===== src/rtl/mpmc10_req_fifo128_fta.sv =====
// ---------------------------------------------------------------------------
// mpmc10_req_fifo128_fta
//
// Elastic command buffer on the MPMC10 port path.
//
// It queues up to DEPTH 128-bit FTA command requests from a client port. The
// oldest queued entry is presented on a registered output, first-word-fall-
// through style. That output feeds the request sync register stage.
//
// Ports
//   clk      in   system clock, all state updates on the rising edge
//   rst_n    in   asynchronous active-low reset
//   i        in   client request (i.cyc=1 marks a valid command)
//   full_o   out  registered, 1 when count_o==DEPTH
//   o        out  registered oldest entry (o.cyc=1 marks valid), else zero
//   rdy_i    in   downstream accept; a pop happens when o.cyc && rdy_i
//   count_o  out  registered number of held entries, including the one on o
//   ovf_o    out  sticky: a push was attempted while full
// ---------------------------------------------------------------------------
package fta_pkg;
  // 128-bit FTA command request: 1+1+14+16+32+64 = 128 bits.
  typedef struct packed {
    logic        cyc;
    logic        we;
    logic [13:0] tid;
    logic [15:0] sel;
    logic [31:0] adr;
    logic [63:0] dat;
  } fta_cmd_request128_t;
endpackage

module mpmc10_req_fifo128_fta
  import fta_pkg::*;
#(
  parameter int DEPTH = 4,
  parameter int AW    = 2
) (
  input  logic                clk,
  input  logic                rst_n,
  input  fta_cmd_request128_t i,
  output logic                full_o,
  output fta_cmd_request128_t o,
  input  logic                rdy_i,
  output logic [AW:0]         count_o,
  output logic                ovf_o
);

  // Storage holds every queued entry, including the one mirrored on o.
  fta_cmd_request128_t mem_q [DEPTH];

  logic [AW-1:0]       rd_ptr_q, rd_ptr_d;
  logic [AW-1:0]       wr_ptr_q, wr_ptr_d;
  logic [AW:0]         count_q, count_d;
  logic                full_q, full_d;
  logic                ovf_q, ovf_d;
  fta_cmd_request128_t o_q, o_d;

  logic                push;
  logic                pop;
  logic [AW:0]         remain;
  logic                bypass;

  always_comb begin
    push     = i.cyc && !full_q;
    pop      = o_q.cyc && rdy_i;

    wr_ptr_d = wr_ptr_q + AW'(push);
    rd_ptr_d = rd_ptr_q + AW'(pop);

    count_d  = count_q;
    case ({push, pop})
      2'b10:   count_d = count_q + 1'b1;
      2'b01:   count_d = count_q - 1'b1;
      default: count_d = count_q;
    endcase

    // The entry left after the pop. If nothing is left and a push lands this
    // edge, the new head is the request now being written. It is not yet
    // readable from mem_q, so take it straight from i.
    remain = count_q - (AW+1)'(pop);
    bypass = push && (remain == '0);

    o_d = '0;
    if (count_d != '0) begin
      o_d = bypass ? i : mem_q[rd_ptr_d];
    end

    full_d = (count_d == (AW+1)'(DEPTH));
    // A request presented while full is dropped but remembered forever.
    ovf_d  = ovf_q | (i.cyc & full_q);
  end

  // Storage write path carries no reset: its contents are don't-care until
  // written.
  always_ff @(posedge clk) begin
    if (push) begin
      mem_q[wr_ptr_q] <= i;
    end
  end

  always_ff @(posedge clk or negedge rst_n) begin
    if (!rst_n) begin
      rd_ptr_q <= '0;
      wr_ptr_q <= '0;
      count_q  <= '0;
      full_q   <= 1'b0;
      ovf_q    <= 1'b0;
      o_q      <= '0;
    end else begin
      rd_ptr_q <= rd_ptr_d;
      wr_ptr_q <= wr_ptr_d;
      count_q  <= count_d;
      full_q   <= full_d;
      ovf_q    <= ovf_d;
      o_q      <= o_d;
    end
  end

  assign o       = o_q;
  assign full_o  = full_q;
  assign count_o = count_q;
  assign ovf_o   = ovf_q;

endmodule


===== config.mk =====
export PLATFORM = sky130hd
export DESIGN_NAME = mpmc10_req_fifo128_fta
export DESIGN_NICKNAME = d
export VERILOG_FILES = /design/src/rtl/mpmc10_req_fifo128_fta.sv
export SDC_FILE = /design/constraint.sdc
export NUM_CORES = 1
export LEC_CHECK = 0
export CAP_MARGIN = 20
export CORE_AREA = 2 2 223 225
export DETAILED_ROUTE_END_ITERATION = 8
export DIE_AREA = 0 0 225 227
export GPL_TIMING_DRIVEN = 0
export PLACE_DENSITY = 0.71
export SETUP_SLACK_MARGIN = 0.1
export SYNTH_ARGS = -nofsm -noshare
export SYNTH_HDL_FRONTEND = slang
export SYNTH_SLANG_ARGS = --single-unit

===== constraint.sdc =====
create_clock -name clk -period 17.05 [get_ports clk]
set_clock_uncertainty 0.15 [all_clocks]
set_input_delay 3.41 -clock clk [delete_from_list [all_inputs] [get_ports clk]]
set_output_delay 3.41 -clock clk [all_outputs]
set_load 0.05 [all_outputs]

=== Yosys cells after proc, flatten, opt, wreduce, memory -nomap -nowiden ===
Memories as Yosys holds them, arrays and structs flattened.
Cells that the tools add are included.

* Memories kept: 1
* Flip-flop bits (word level): 137
* Bits in writable memories: 512

* Reductions and logical operators: 6
* Equality and inequality tests: 3
* Muxes and demuxes: 5
* Bitwise logic cells: 2
* Add/subtract/negate cells: 5

{| class="wikitable"
|+ Memories
! memory !! words !! width !! read ports !! clocked after memory_dff !! wr ports !! RTL line !! RTL
|-
| mem_q || 4 || 128 || 1 || 0 || 1 || 49 || <nowiki>fta_cmd_request128_t mem_q [DEPTH];</nowiki>
|}

{| class="wikitable"
|+ Operators by type and width
! operator !! count
|-
| $mux 128 || 2
|-
| $pmux 3 s2 || 1
|-
| $add 2x1->2 || 2
|-
| $add 3x1->3 const B || 1
|-
| $eq 3x3->1 const B || 1
|-
| $logic_and 1x1->1 || 3
|-
| $logic_not 3->1 || 1
|-
| $reduce_bool 3->1 || 1
|-
| $sub 3x1->3 || 1
|-
| $sub 3x1->3 const B || 1
|-
| $eq 2x1->1 const B || 1
|-
| $eq 2x2->1 const B || 1
|-
| $mux 1 || 2
|-
| $and 1x1->1 || 1
|-
| $logic_not 1->1 || 1
|-
| $or 1x1->1 || 1
|}

=== Logic depth before layout (Yosys ltp) ===
* Depth after elaboration: 6
* Gate-level depth with buffers: 9
* Gate-level depth less buffers: 7

=== Least setup slack after synthesis ===
Ideal clock, no wire load.

* Path type: input-to-reg
* Start: input i[127] (netlist bit)
* End: memory mem_q[1][0] (netlist bit) (enable)
* Setup time: 0.798 ns
* Slack: 3.290 ns
* Data required time: 16.102 ns
* Data arrival time: 12.812 ns
* Stages: 2
* Path through: nand2b_1 > nor3b_1

* Cells in the longest elaborated chain, start to end: 3

{| class="wikitable"
|+ Ends and longest elaborated chain
! what !! RTL line !! RTL
|-
| start: declaration || 40 || <nowiki>input fta_cmd_request128_t i,</nowiki>
|-
| $logic_and 1x1->1 || 64 || <nowiki>push = i.cyc && !full_q;</nowiki>
|-
| $mux 1 || 96 || <nowiki>if (push) begin</nowiki>
|-
| $mux 1 (not written as such) || 97 || <nowiki>mem_q[wr_ptr_q] <= i;</nowiki>
|-
| end: declaration || 49 ||
|}

No other way between the ends.

==> results list <==
- The run finished with clean final reports.
- Number of vias after detailed routing: 12,600
- Number of levels in the clock H-tree: 3
- Leak: 10.7 nW
* Number of max-cap violations: 0
- Most common cell after layout, fill and taps aside: sky130_fd_sc_hd__edfxtp_1
* TritonCTS clock tree: done
* Post-layout min period: 6.03 ns
- In this run the clock root is driven by a sky130_fd_sc_hd__clkbuf_16.
- Routed signal wires occupy layers up through met5.
* Cell area after technology mapping: 24,000 um^2
* Horiz. Die Dim: 225 um
- All-Layer GR Usage: 0.208
* Core area: 48,500 um^2
- After the last flow step, the layout net total stands at 1,769.
- Buffers inserted during clock tree synthesis total 66.
- The worst hold path terminates at ovf_o.
- After clock tree synthesis, the flow added hold-fix buffers numbering 0.
- Setup violations remaining at the end of the flow were counted as 0.
* Hold Crit Class: reg -> reg
- Placer's final routability congestion estimate: 0.734
- Number of gates given a new drive strength after cts: 0
* Initial antenna violation count: 3
* Number of cells in the finished layout apart from fillers: 2,311
* Startpoint of the worst-slack reg-to-reg timing path: full_o
- In the synthesized netlist the dominant register cell turns out to be sky130_fd_sc_hd__edfxtp_1.
- Library cell with the largest summed area after synthesis: sky130_fd_sc_hd__edfxtp_1
- Syn. warnings: 0
- Number of vias per cell after detailed routing: 5.44
- Number of cells produced by synthesis: 1,262
* Startpoint of the worst hold path: ovf_o
* Maximum fanout count along the critical path: 10
- Met2 Routed Length: 26,100 um
- In the final routed layout, each cell accounts on average for 22.4 um.
* Detailed Routing Iterations Pass 1: 5
- The clock reaches the later pin of the worst-skew pair after 0.60 ns.
* Total number of placement rows: 81
- Slew @ Worst Pin: 0.823 ns
- RSZ-0062 raised after global routing: no
* Peak ir drop on the vdd network: 0.133 mV
- Data required time of the critical path: 17.36 ns
* Portion of the clock cycle consumed by the worst path in the final layout: 0.354
* Main area contributors after synthesis: sky130_fd_sc_hd__edfxtp_1 (64%), sky130_fd_sc_hd__dfrtp_1 (14%), sky130_fd_sc_hd__mux4_2 (12%)
- Layout cell share with drive strength beyond 1: 0.202
* Sink Count: 649
- Vias in the first global route: 13,200
* Starting Density: 0.495
- Hold is met by 0.345 ns.
- For this block, wires on met1 add up to 21,700 um.
* Final max-slew violation count: 0
- After clock tree synthesis, the clock-pin slew on the worst setup and hold paths is 0.06 ns.
- Crit end category: flip-flop
- WL final: 51,900 um
* End of the worst register-to-register path: o[66]
- Sequential fraction of the synthesis area: 0.782
- Leading cell types in the layout, fill and taps excluded: sky130_fd_sc_hd__edfxtp_1 (512), sky130_fd_sc_hd__clkdlybuf4s50_1 (262), sky130_fd_sc_hd__nand2_1 (255), sky130_fd_sc_hd__dfrtp_1 (137), sky130_fd_sc_hd__mux4_2 (128)
* Count of antenna-violating nets left after detailed routing: 0
* Cells on Worst Hold Path: 1
- The first global-routing pass estimated 78,800 um of wire.
- Including well taps, the total number of placed cells is 2,188.
- Number of distinct library cells after synthesis: 29
- Of all flip-flops after synthesis, the portion carrying an async set or reset was 0.211.
- Length of routed met3 wiring: 3120 um
- In the routed design, unresolved DRC markers number 0.
* Final hold violation count: 0
- Yosys mapped a number of flops with a built-in enable equal to 512.
- The worst setup path is launched from an input pin.
- Number of buffers on the longest clock path: 3
- Cells on worst reg2reg path: 9
- Once layout is complete, the utilization of the core stands at 0.622.
- Worst setup path startpoint: i[127]
- The HPWL after detailed placement is 32,700 um.
- Layout overhead on the synthesized area: 25.7%
* Port Buffer Count: 263
- The die is 227 um tall.
- Path type of the worst setup path: in -> reg
* Syn Nets: 1,397
- Die footprint: 51,100 um^2
- For this block, the initial DRC count from the detailed router was 876.
- Top-level port count: 264
- Mean instance size in the synthesized netlist: 19.0 um^2
- Summed over all failing endpoints, the final setup total negative slack is 0 ns.
- The worst register-to-register path has a setup slack of 13.97 ns.
* Synthesis-stage register bit count: 649
* Maximum number of pins on one net before global-route repair: 75
- Gr ovfl total: 0
- Highest Clock Rate: 166 MHz
- Top-area cell type share of the netlist area: 0.640
- PwrDens: 212 nW/um^2
- WP data arrival: 6.34 ns
- Buffers inserted during post-CTS setup optimization: 0
* Relative slew slack: 0.451
[cell usage after synthesis (all sizes together) (2+ instances only)]
library cell  count
a21oi           127
and3              2
buf              65
clkbuf            6
dfrtp           137
edfxtp          512
ha                3
mux4            128
nand2           255
nor2              4
nor3              2
nor3b             3
o21a              2
xnor2             2
xor2              2
[per-layer routing]
metal  vias to the layer above  global-route usage
li1                       5597                   -
met1                      6517               0.281
met2                       385               0.343
met3                        64              0.0458
met4                         6              0.0630
met5                         -                   0
[cells by family (layout without fill, tap and decap cells)]
family,count (synthesis),count (layout),synth area share
other,0,1,0
buffers and inverters,72,498,0.0208
XOR/XNOR,4,4,0.00146
AND/OR/NAND/NOR,272,272,0.0443
flip-flops,649,649,0.782
AO/OA/AOI/OAI,132,132,0.0282
multiplexers,129,129,0.120
adder cells (fa/ha/maj),4,4,0.00240
[registers in the layout, summed over array words and instances, names as in the netlist]
name	cells
count_o	3
wr_ptr_q	2
o	128
rd_ptr_q	2
ovf_o	1
mem_q	512
full_o	1
[layout make-up]
cell class                 instances  area (um^2)
antenna                            1         2.50
buffer                            71          497
clock buffer                      94         1830
clock inverter                    28          329
fill                            3445        18300
inverter                           1         3.75
multi-input combinational        541         4750
sequential                       649        18800
tap                              622          778
timing repair buffer             304         3210
[metrics by stage]
step	instance area [um^2]	power (W)	setup WS (ns)
2_1_floorplan	24000	0.00420	3.29
3_3_place_gp	27400	0.00504	-5.81
3_5_place_dp	28000	0.00503	10.42
4_1_cts	30200	0.00648	11.05
5_1_grt	30200	0.00671	10.86
6_report	30200	0.00640	11.02
[worst max-delay path by stage]
stage	cells past startpoint	slack [ns]	endpoint
floorplan	2	3.29	mem_q[1][0]
global placement	3	-5.81	mem_q[1][75]
detailed placement	10	10.42	o[96]
CTS	10	11.05	o[66]
global route	10	10.86	o[66]
finish	10	11.02	o[66]
[critical path, cell delays in order]
cell and delay, ns:
sky130_fd_sc_hd__clkdlybuf4s50_1 0.61, sky130_fd_sc_hd__nand2b_1 0.19, sky130_fd_sc_hd__ha_1 0.28, sky130_fd_sc_hd__fa_1 0.46
sky130_fd_sc_hd__nor3b_1 0.26, sky130_fd_sc_hd__o32ai_1 0.12, sky130_fd_sc_hd__nor2_1 0.16, sky130_fd_sc_hd__buf_2 0.45
sky130_fd_sc_hd__buf_4 0.29, sky130_fd_sc_hd__a21oi_1 0.10
[power by group]
part	leakage (nW)	internal [W]	switching, W
registers	6.35	0.00217	0.000112
clock network	1.05	0.000845	0.000591
logic	3.31	0.00111	0.00157
(Power assumes the default switching activity.)
